===== config.mk =====
export PLATFORM = sky130hd
export DESIGN_NAME = cfs_apb_cfg_master
export DESIGN_NICKNAME = d
export VERILOG_FILES = /design/src/rtl/cfs_apb_cfg_master.sv
export SDC_FILE = /design/constraint.sdc
export NUM_CORES = 1
export LEC_CHECK = 0
export CAP_MARGIN = 10
export CORE_UTILIZATION = 40
export DETAILED_ROUTE_END_ITERATION = 7
export HOLD_SLACK_MARGIN = 0.06
export MAX_ROUTING_LAYER = met4
export PLACE_DENSITY = 0.87
export SLEW_MARGIN = 20
export SYNTH_ARGS = -nofsm -noshare
export SYNTH_HDL_FRONTEND = slang
export SYNTH_SLANG_ARGS = --single-unit

===== constraint.sdc =====
create_clock -name pclk -period 3.5 [get_ports pclk]
set_clock_uncertainty 0.2 [all_clocks]
set_input_delay 0.7 -clock pclk [delete_from_list [all_inputs] [get_ports pclk]]
set_output_delay 0.7 -clock pclk [all_outputs]
set_load 0.03 [all_outputs]

===== src/rtl/cfs_apb_cfg_master.sv =====
// APB master for the aligner register block: runs CONFIG (CTRL, IRQEN writes) and
// IRQ SERVICE (IRQ read, write-1-to-clear) jobs over one APB port.
module cfs_apb_cfg_master #(
  parameter int APB_ADDR_WIDTH  = 16,
  parameter int ALGN_DATA_WIDTH = 32,
  parameter int TIMEOUT_CYCLES  = 16,
  localparam int ALGN_SIZE_WIDTH   = $clog2(ALGN_DATA_WIDTH/8) + 1,
  localparam int ALGN_OFFSET_WIDTH = (ALGN_DATA_WIDTH <= 8) ? 1 : $clog2(ALGN_DATA_WIDTH/8)
) (
  input  logic                         pclk,
  input  logic                         preset,
  input  logic                         cfg_req,
  input  logic [ALGN_SIZE_WIDTH-1:0]   cfg_size,
  input  logic [ALGN_OFFSET_WIDTH-1:0] cfg_offset,
  input  logic                         cfg_clr,
  input  logic [4:0]                   cfg_irqen,
  output logic                         cfg_ack,
  output logic                         cfg_err,
  input  logic                         irq,
  output logic                         irq_evt_valid,
  output logic [4:0]                   irq_evt_bits,
  output logic                         irq_evt_err,
  output logic                         busy,
  output logic [APB_ADDR_WIDTH-1:0]    paddr,
  output logic                         pwrite,
  output logic                         psel,
  output logic                         penable,
  output logic [31:0]                  pwdata,
  input  logic                         pready,
  input  logic [31:0]                  prdata,
  input  logic                         pslverr
);

  localparam logic [APB_ADDR_WIDTH-1:0] ADDR_CTRL  = APB_ADDR_WIDTH'(16'h0000);
  localparam logic [APB_ADDR_WIDTH-1:0] ADDR_IRQEN = APB_ADDR_WIDTH'(16'h00F0);
  localparam logic [APB_ADDR_WIDTH-1:0] ADDR_IRQ   = APB_ADDR_WIDTH'(16'h00F4);
  localparam int TW = (TIMEOUT_CYCLES > 1) ? $clog2(TIMEOUT_CYCLES) : 1;
  localparam logic [TW-1:0] TMO_LAST = TW'((TIMEOUT_CYCLES > 0) ? TIMEOUT_CYCLES - 1 : 0);

  typedef enum logic [1:0] {IDLE, SETUP, ACCESS, DONE} state_t;

  state_t state, state_nxt;

  logic                         irq_pend, cfg_pend;
  logic                         job_irq;   // 1: IRQ SERVICE, 0: CONFIG
  logic                         step;      // transfer index within the job
  logic                         err;
  logic [4:0]                   bits;
  logic [ALGN_SIZE_WIDTH-1:0]   size_q;
  logic [ALGN_OFFSET_WIDTH-1:0] offset_q;
  logic                         clr_q;
  logic [4:0]                   irqen_q;
  logic [TW-1:0]                tcnt;
  logic [31:0]                  ctrl_word;

  logic accept_irq, accept_cfg, xfer_end, xfer_err, tmo, advance;
  logic unused_prdata;

  assign unused_prdata = ^prdata[31:5];

  always_ff @(posedge pclk or posedge preset) begin
    if (preset) state <= IDLE;
    else        state <= state_nxt;
  end

  always_comb begin
    state_nxt  = state;
    accept_irq = 1'b0;
    accept_cfg = 1'b0;
    xfer_end   = 1'b0;
    xfer_err   = 1'b0;
    tmo        = 1'b0;
    advance    = 1'b0;
    case (state)
      IDLE: begin
        if (irq_pend) begin
          accept_irq = 1'b1;
          state_nxt  = SETUP;
        end else if (cfg_pend) begin
          accept_cfg = 1'b1;
          state_nxt  = SETUP;
        end
      end
      SETUP: state_nxt = ACCESS;
      ACCESS: begin
        tmo      = (TIMEOUT_CYCLES != 0) && !pready && (tcnt == TMO_LAST);
        xfer_end = pready || tmo;
        xfer_err = tmo || (pready && pslverr);
        if (xfer_end) begin
          // A failed first transfer, or an empty IRQ read, ends the job early.
          advance   = !step && !xfer_err && (!job_irq || (prdata[4:0] != 5'd0));
          state_nxt = advance ? SETUP : DONE;
        end
      end
      DONE:    state_nxt = IDLE;
      default: state_nxt = IDLE;
    endcase
  end

  always_ff @(posedge pclk or posedge preset) begin
    if (preset) begin
      irq_pend <= 1'b0;
      cfg_pend <= 1'b0;
      job_irq  <= 1'b0;
      step     <= 1'b0;
      err      <= 1'b0;
      bits     <= '0;
      size_q   <= '0;
      offset_q <= '0;
      clr_q    <= 1'b0;
      irqen_q  <= '0;
      tcnt     <= '0;
    end else begin
      irq_pend <= irq | (irq_pend & ~accept_irq);
      // cfg_req goes through a register so it lines up with irq_pend in arbitration;
      // the DONE mask keeps a request still held on its ack cycle from re-firing.
      cfg_pend <= cfg_req & ~((state == DONE) & ~job_irq);
      if (accept_irq || accept_cfg) begin
        job_irq <= accept_irq;
        step    <= 1'b0;
        err     <= 1'b0;
        bits    <= '0;
      end
      if (accept_cfg) begin
        size_q   <= cfg_size;
        offset_q <= cfg_offset;
        clr_q    <= cfg_clr;
        irqen_q  <= cfg_irqen;
      end
      if (state == SETUP)                tcnt <= '0;
      else if (state == ACCESS && !pready) tcnt <= tcnt + 1'b1;
      if (xfer_end) begin
        if (xfer_err) err <= 1'b1;
        if (job_irq && !step) bits <= xfer_err ? 5'd0 : prdata[4:0];
        if (advance) step <= 1'b1;
      end
    end
  end

  always_comb begin
    ctrl_word                        = '0;
    ctrl_word[16]                    = clr_q;
    ctrl_word[8 +: ALGN_OFFSET_WIDTH] = offset_q;
    ctrl_word[0 +: ALGN_SIZE_WIDTH]  = size_q;
  end

  // APB outputs decode from registered state only, so reset clears them at once.
  always_comb begin
    psel    = 1'b0;
    penable = 1'b0;
    paddr   = '0;
    pwrite  = 1'b0;
    pwdata  = '0;
    if (state == SETUP || state == ACCESS) begin
      psel    = 1'b1;
      penable = (state == ACCESS);
      if (job_irq) begin
        paddr  = ADDR_IRQ;
        pwrite = step;
        pwdata = step ? {27'b0, bits} : 32'd0;
      end else begin
        paddr  = step ? ADDR_IRQEN : ADDR_CTRL;
        pwrite = 1'b1;
        pwdata = step ? {27'b0, irqen_q} : ctrl_word;
      end
    end
  end

  assign busy          = (state != IDLE);
  assign cfg_ack       = (state == DONE) && !job_irq;
  assign cfg_err       = cfg_ack && err;
  assign irq_evt_valid = (state == DONE) && job_irq;
  assign irq_evt_bits  = irq_evt_valid ? bits : 5'd0;
  assign irq_evt_err   = irq_evt_valid && err;

endmodule


## Word-level counts from Yosys, hierarchy flattened

Cells that the tools add are included.

| storage, ports and cells | value |
|---|---|
| input bits | 49 |
| word-level logic and storage cells | 88 |
| register bits | 27 |
| output and inout bits | 61 |

| cells by class | value |
|---|---|
| equality and inequality tests | 6 |
| reductions and logical operators | 24 |
| $add $sub $neg | 1 |
| bitwise logic cells | 7 |
| mux-type cells | 38 |

Operators by type and width:

| kind | number |
|---|---|
| 2-to-1 mux 17 bit | 3 |
| 2-to-1 mux 5 bit | 6 |
| 2-to-1 mux 1 bit | 19 |
| 2-to-1 mux 16 bit | 1 |
| 2-to-1 mux 8 bit | 2 |
| logical AND 1 bit | 10 |
| 2-to-1 mux 2 bit | 4 |
| 2-to-1 mux 4 bit | 2 |
| one-hot mux 2 bit (4 select lines) | 1 |
| logical OR 1 bit | 5 |
| nonzero test 5 bit | 1 |
| adder 4 x 1 -> 4 bit (second input constant) | 1 |
| == test 2 bit (second input constant) | 2 |
| == test 4 bit (second input constant) | 1 |
| zero test 1 bit | 4 |
| nonzero test 2 bit | 2 |
| bitwise AND 1 bit | 3 |
| != test 3 bit (second input constant) | 1 |
| inverter 1 bit | 3 |
| == test 2 x 1 -> 1 bit (second input constant) | 1 |
| zero test 2 bit | 1 |
| != test 2 bit (second input constant) | 1 |
| AND reduction 2 bit | 1 |
| bitwise OR 1 bit | 1 |

## Depth between registers and ports, before layout

| depth | value |
|---|---|
| word-level depth | 10 |
| depth in mapped cells | 5 |
| mapped depth without buffers | 5 |

## Worst setup path before layout

No wires, ideal clock.

| timing | value |
|---|---|
| path type | flip-flop to output port |
| from | register state[0] |
| to | output paddr[5] |
| buffers on the path | 1 |
| cell stages (with the launch flop) | 5 |
| path slack | 725 ps |
| required time | 2600 ps |
| data arrival time | 1875 ps |
| cell sequence | dfrtp_1 > inv_1 > ha_1 > nor2b_1 > buf_4 |

| on the way | value |
|---|---|
| word-level cells in the longest chain between the ends | 3 |
| elaborated cells on any way between the ends | 4 |
| those cells by class | eq/ne (2); mux (1); reduce/logical (1) |

RTL lines:

| element | RTL line | RTL |
|---|---|---|
| start: declaration | 42 | `state_t state, state_nxt;` |
| start signal: assignment | 63 | `else state <= state_nxt;` |
| == test 2 x 1 -> 1 bit / == test 2 bit (equally long branches) | 154 | `if (state == SETUP \|\| state == ACCESS) begin` |
| logical OR 1 bit * | 154 |  |
| 2-to-1 mux 16 bit * | 154 |  |
| end: declaration | 24 | `output logic [APB_ADDR_WIDTH-1:0] paddr,` |

Mark *: on every way between the ends. The rest lies on a longest branch, timed or not.

## Worst setup path after layout

| timing | value |
|---|---|
| from | register state[0] |
| to | output paddr[6] |

The elaborated chain is that of the path after synthesis.

==> results.json <==
{
  "synth.largest_area_cell": "dfrtp_1",
  "clk_path_buf_depth": 2,
  "postCtsSetupRepairBufs": 0,
  "cts_resized": 0,
  "synthCells": 179,
  "slew_viol_final": 0,
  "ys_seq_area_frac": 0.388,
  "max_slew_margin": 0.604,
  "grt_max_degree": 28,
  "fin_hold_ws_ns": 0.292,
  "die_h_microns": 68.0,
  "p_sw_uw": 747,
  "dieWidth_microns": 68.0,
  "finalHoldViolCount": 0,
  "slowest_delay_ns": 0.72,
  "p_comb_frac": 0.567,
  "place_congestion": 0.777,
  "start_util": 0.427,
  "placed_cell_area_sq_um": 2110,
  "ant_nets": 0,
  "critPathRequiredTime_ns": 2.60,
  "grt_use_total": 0.156,
  "clkPwrFrac": 0.115,
  "utilization": 0.528,
  "switching_share": 0.453,
  "min_from": "clr_q$_DFFE_PP0P_",
  "drt_iter0_drc": 61,
  "num-nets-final": 278,
  "num_rows": 23,
  "syn_avg_cell_area_sq_um": 9.74,
  "post-route-period-util": 0.896,
  "synth_warnings": 0,
  "r2r-start": "state[0]$_DFFE_PP0P_",
  "clock-sinks": 27,
  "rsz0062_at_grt": "false",
  "holdPathEnd": "clr_q$_DFFE_PP0P_",
  "drv_cap": 0,
  "preCtsSetupSlack_ns": 0.658,
  "path_delay_family": "buffers and inverters",
  "tightest_slew_ns": 0.595,
  "crit_type": "reg -> out",
  "core-area_sq_um": 4090,
  "routed_wirelength_mm": 3.28,
  "synth_area_sq_um": 1740,
  "path_clk_slew_ns": 0.10,
  "crit_slowest_cell": "clkdlybuf4s50_1",
  "synth_edf_count": 0,
  "grtUsageMet1": 0.185,
  "area_delta_synth_final_pct": 23.8,
  "cts_tree": "done",
  "ys_seq_elements": 27,
  "cp-startpoint": "state[0]$_DFFE_PP0P_",
  "critPathArrivalTime_ns": 2.24,
  "crit_fanout": 11,
  "setup_viol": 0,
  "path_buf_inv": 2,
  "powerDensity_nw_per_um2": 764,
  "first_global_vias": 1193,
  "synth_commonest_cells": "39 x buf_4, 27 x dfrtp_1, 13 x nand2_1",
  "async_flop_share": 1.00,
  "drive_above_1_share": 0.0314,
  "hold_path_class": "reg -> reg",
  "grt_pass1_wl_mm": 5.27,
  "place_hpwl_mm": 2.51,
  "status": "completed",
  "synth.most_common_cell": "buf_4",
  "fin_ws_ns": 0.365,
  "vias_per_cell": 4.65,
  "cts_buffers": 3,
  "r2r_end": "size_q[2]$_DFFE_PP0P_",
  "hold_buffers": 0,
  "synth_top_area_frac": 0.388,
  "wire_per_inst_microns": 12.0,
  "synthFlopType": "dfrtp_1",
  "startpoint_type": "flip-flop",
  "io_pins": 110,
  "ys_types": 36,
  "ir_drop_mv": 0.542,
  "r2r_slack_ns": 1.45,
  "crit_path_cell_trace": "inv_1 -> ha_1 -> nor2b_1 -> clkdlybuf4s50_1",
  "dieArea_sq_um": 4630,
  "ys_top_cells_by_area": "dfrtp_1 39%, buf_4 17%, mux2_1 6.5%",
  "p_leak_uw": 0.000981,
  "cts_root_buffer": "clkbuf_8",
  "insertion_delay_ns": 0.28,
  "use_met2": 0.273,
  "n_antenna_cell": 0,
  "drc": 0,
  "intPower_uw": 901,
  "r2r_cells": 4,
  "h-tree-depth": 1,
  "fin_area_sq_um": 2160,
  "p_seq_frac": 0.318,
  "fin_tns_setup_ns": 0,
  "max_freq_ghz": 0.319,
  "overflow": 0,
  "hold_depth": 1,
  "antenna_found_initial": 0,
  "vias": 1269,
  "io_buffers": 47,
  "min_period_ns": 3.14,
  "busiest_layer": "met2",
  "drt_pre_antenna_iters": 4,
  "gr-usage-met3": 0.0283,
  "end_kind": "primary output"
}
==> metal layers <==
metal / vias to the layer above / wire, microns
met4: 0 / 37
met1: 588 / 1360
met3: 6 / 221
li1: 615 / -
met2: 60 / 1660
met5: - / 0
==> how the worst max path moves through the flow <==
stage / cells after the start / end / slack [ns]
finish: 4 / paddr[6] / 0.36
global route: 4 / paddr[5] / 0.18
CTS: 4 / paddr[6] / 0.34
detailed placement: 4 / paddr[6] / 0.66
global placement: 4 / paddr[4] / 0.70
floorplan: 4 / paddr[5] / 0.72
==> cells in the final DEF (no fill, tap or decap) <==
| master | synthesis | final |
|---|---|---|
| nand2b_1 | 2 | 2 |
| inv_1 | 5 | 5 |
| nor4bb_1 | 1 | 1 |
| nor4b_1 | 1 | 1 |
| nand3_1 | 5 | 5 |
| o2bb2ai_1 | 1 | 1 |
| or3_1 | 1 | 1 |
| conb_1 | 1 | 35 |
| mux2_2 | 1 | 1 |
| a31oi_1 | 1 | 1 |
| inv_6 | 0 | 1 |
| a21oi_1 | 3 | 3 |
| o22a_1 | 1 | 1 |
| xnor2_1 | 1 | 1 |
| o21ai_1 | 2 | 2 |
| and3_1 | 9 | 9 |
| ha_1 | 5 | 5 |
| a211oi_1 | 1 | 1 |
| dfrtp_1 | 27 | 27 |
| nand3b_1 | 2 | 2 |
| a21o_1 | 1 | 1 |
| or3b_1 | 1 | 1 |
| nand2_1 | 13 | 13 |
| xor2_1 | 1 | 1 |
| buf_4 | 39 | 2 |
| o21ai_0 | 5 | 5 |
| and2_1 | 6 | 6 |
| clkbuf_8 | 0 | 3 |
| nor2b_1 | 5 | 5 |
| mux2i_1 | 11 | 11 |
| a21boi_0 | 1 | 1 |
| and2b_1 | 1 | 1 |
| nor2_1 | 8 | 8 |
| nor3b_1 | 1 | 1 |
| mux2_1 | 10 | 10 |
| clkdlybuf4s50_1 | 0 | 47 |
| a22o_1 | 2 | 2 |
==> registers in the layout, summed over array words and instances, names as in the netlist <==
signal    count
bits          5
irqen_q       5
tcnt          4
size_q        3
offset_q      2
state         2
cfg_pend      1
clr_q         1
err           1
irq_pend      1
job_irq       1
step          1
==> cell type report <==
class,instances,area (sq um)
clock buffer,3,41.3
clock inverter,1,8.76
fill,370,1930
inverter,5,18.8
multi-input combinational,138,865
sequential,27,676
tap,50,62.6
timing repair buffer,49,485
==> through the flow <==
step	instances	total power (uW)
final	273	1650
after global routing	273	1770
after CTS	273	1670
after detailed placement	269	1470
after global placement	269	1440
after floorplan	213	1210
==> power groups by stage <==
stage	Combinational [uW]	Sequential (uW)	Clock (uW)
CTS	943	524	198
floorplan	731	476	0
finish	935	524	189
global placement	921	522	0
detailed placement	940	530	0
global route	1010	545	214
==> kinds of logic after synthesis <==
logic type,Yosys count,share of synthesized area
other cells,1,0.00215
fa+ha+maj,5,0.0359
flops,27,0.388
buf+inv,48,0.190
simple gates,56,0.175
mux,22,0.134
compound gates,18,0.0653
xor+xnor,2,0.0101
Power figures use the tool's default switching activity.
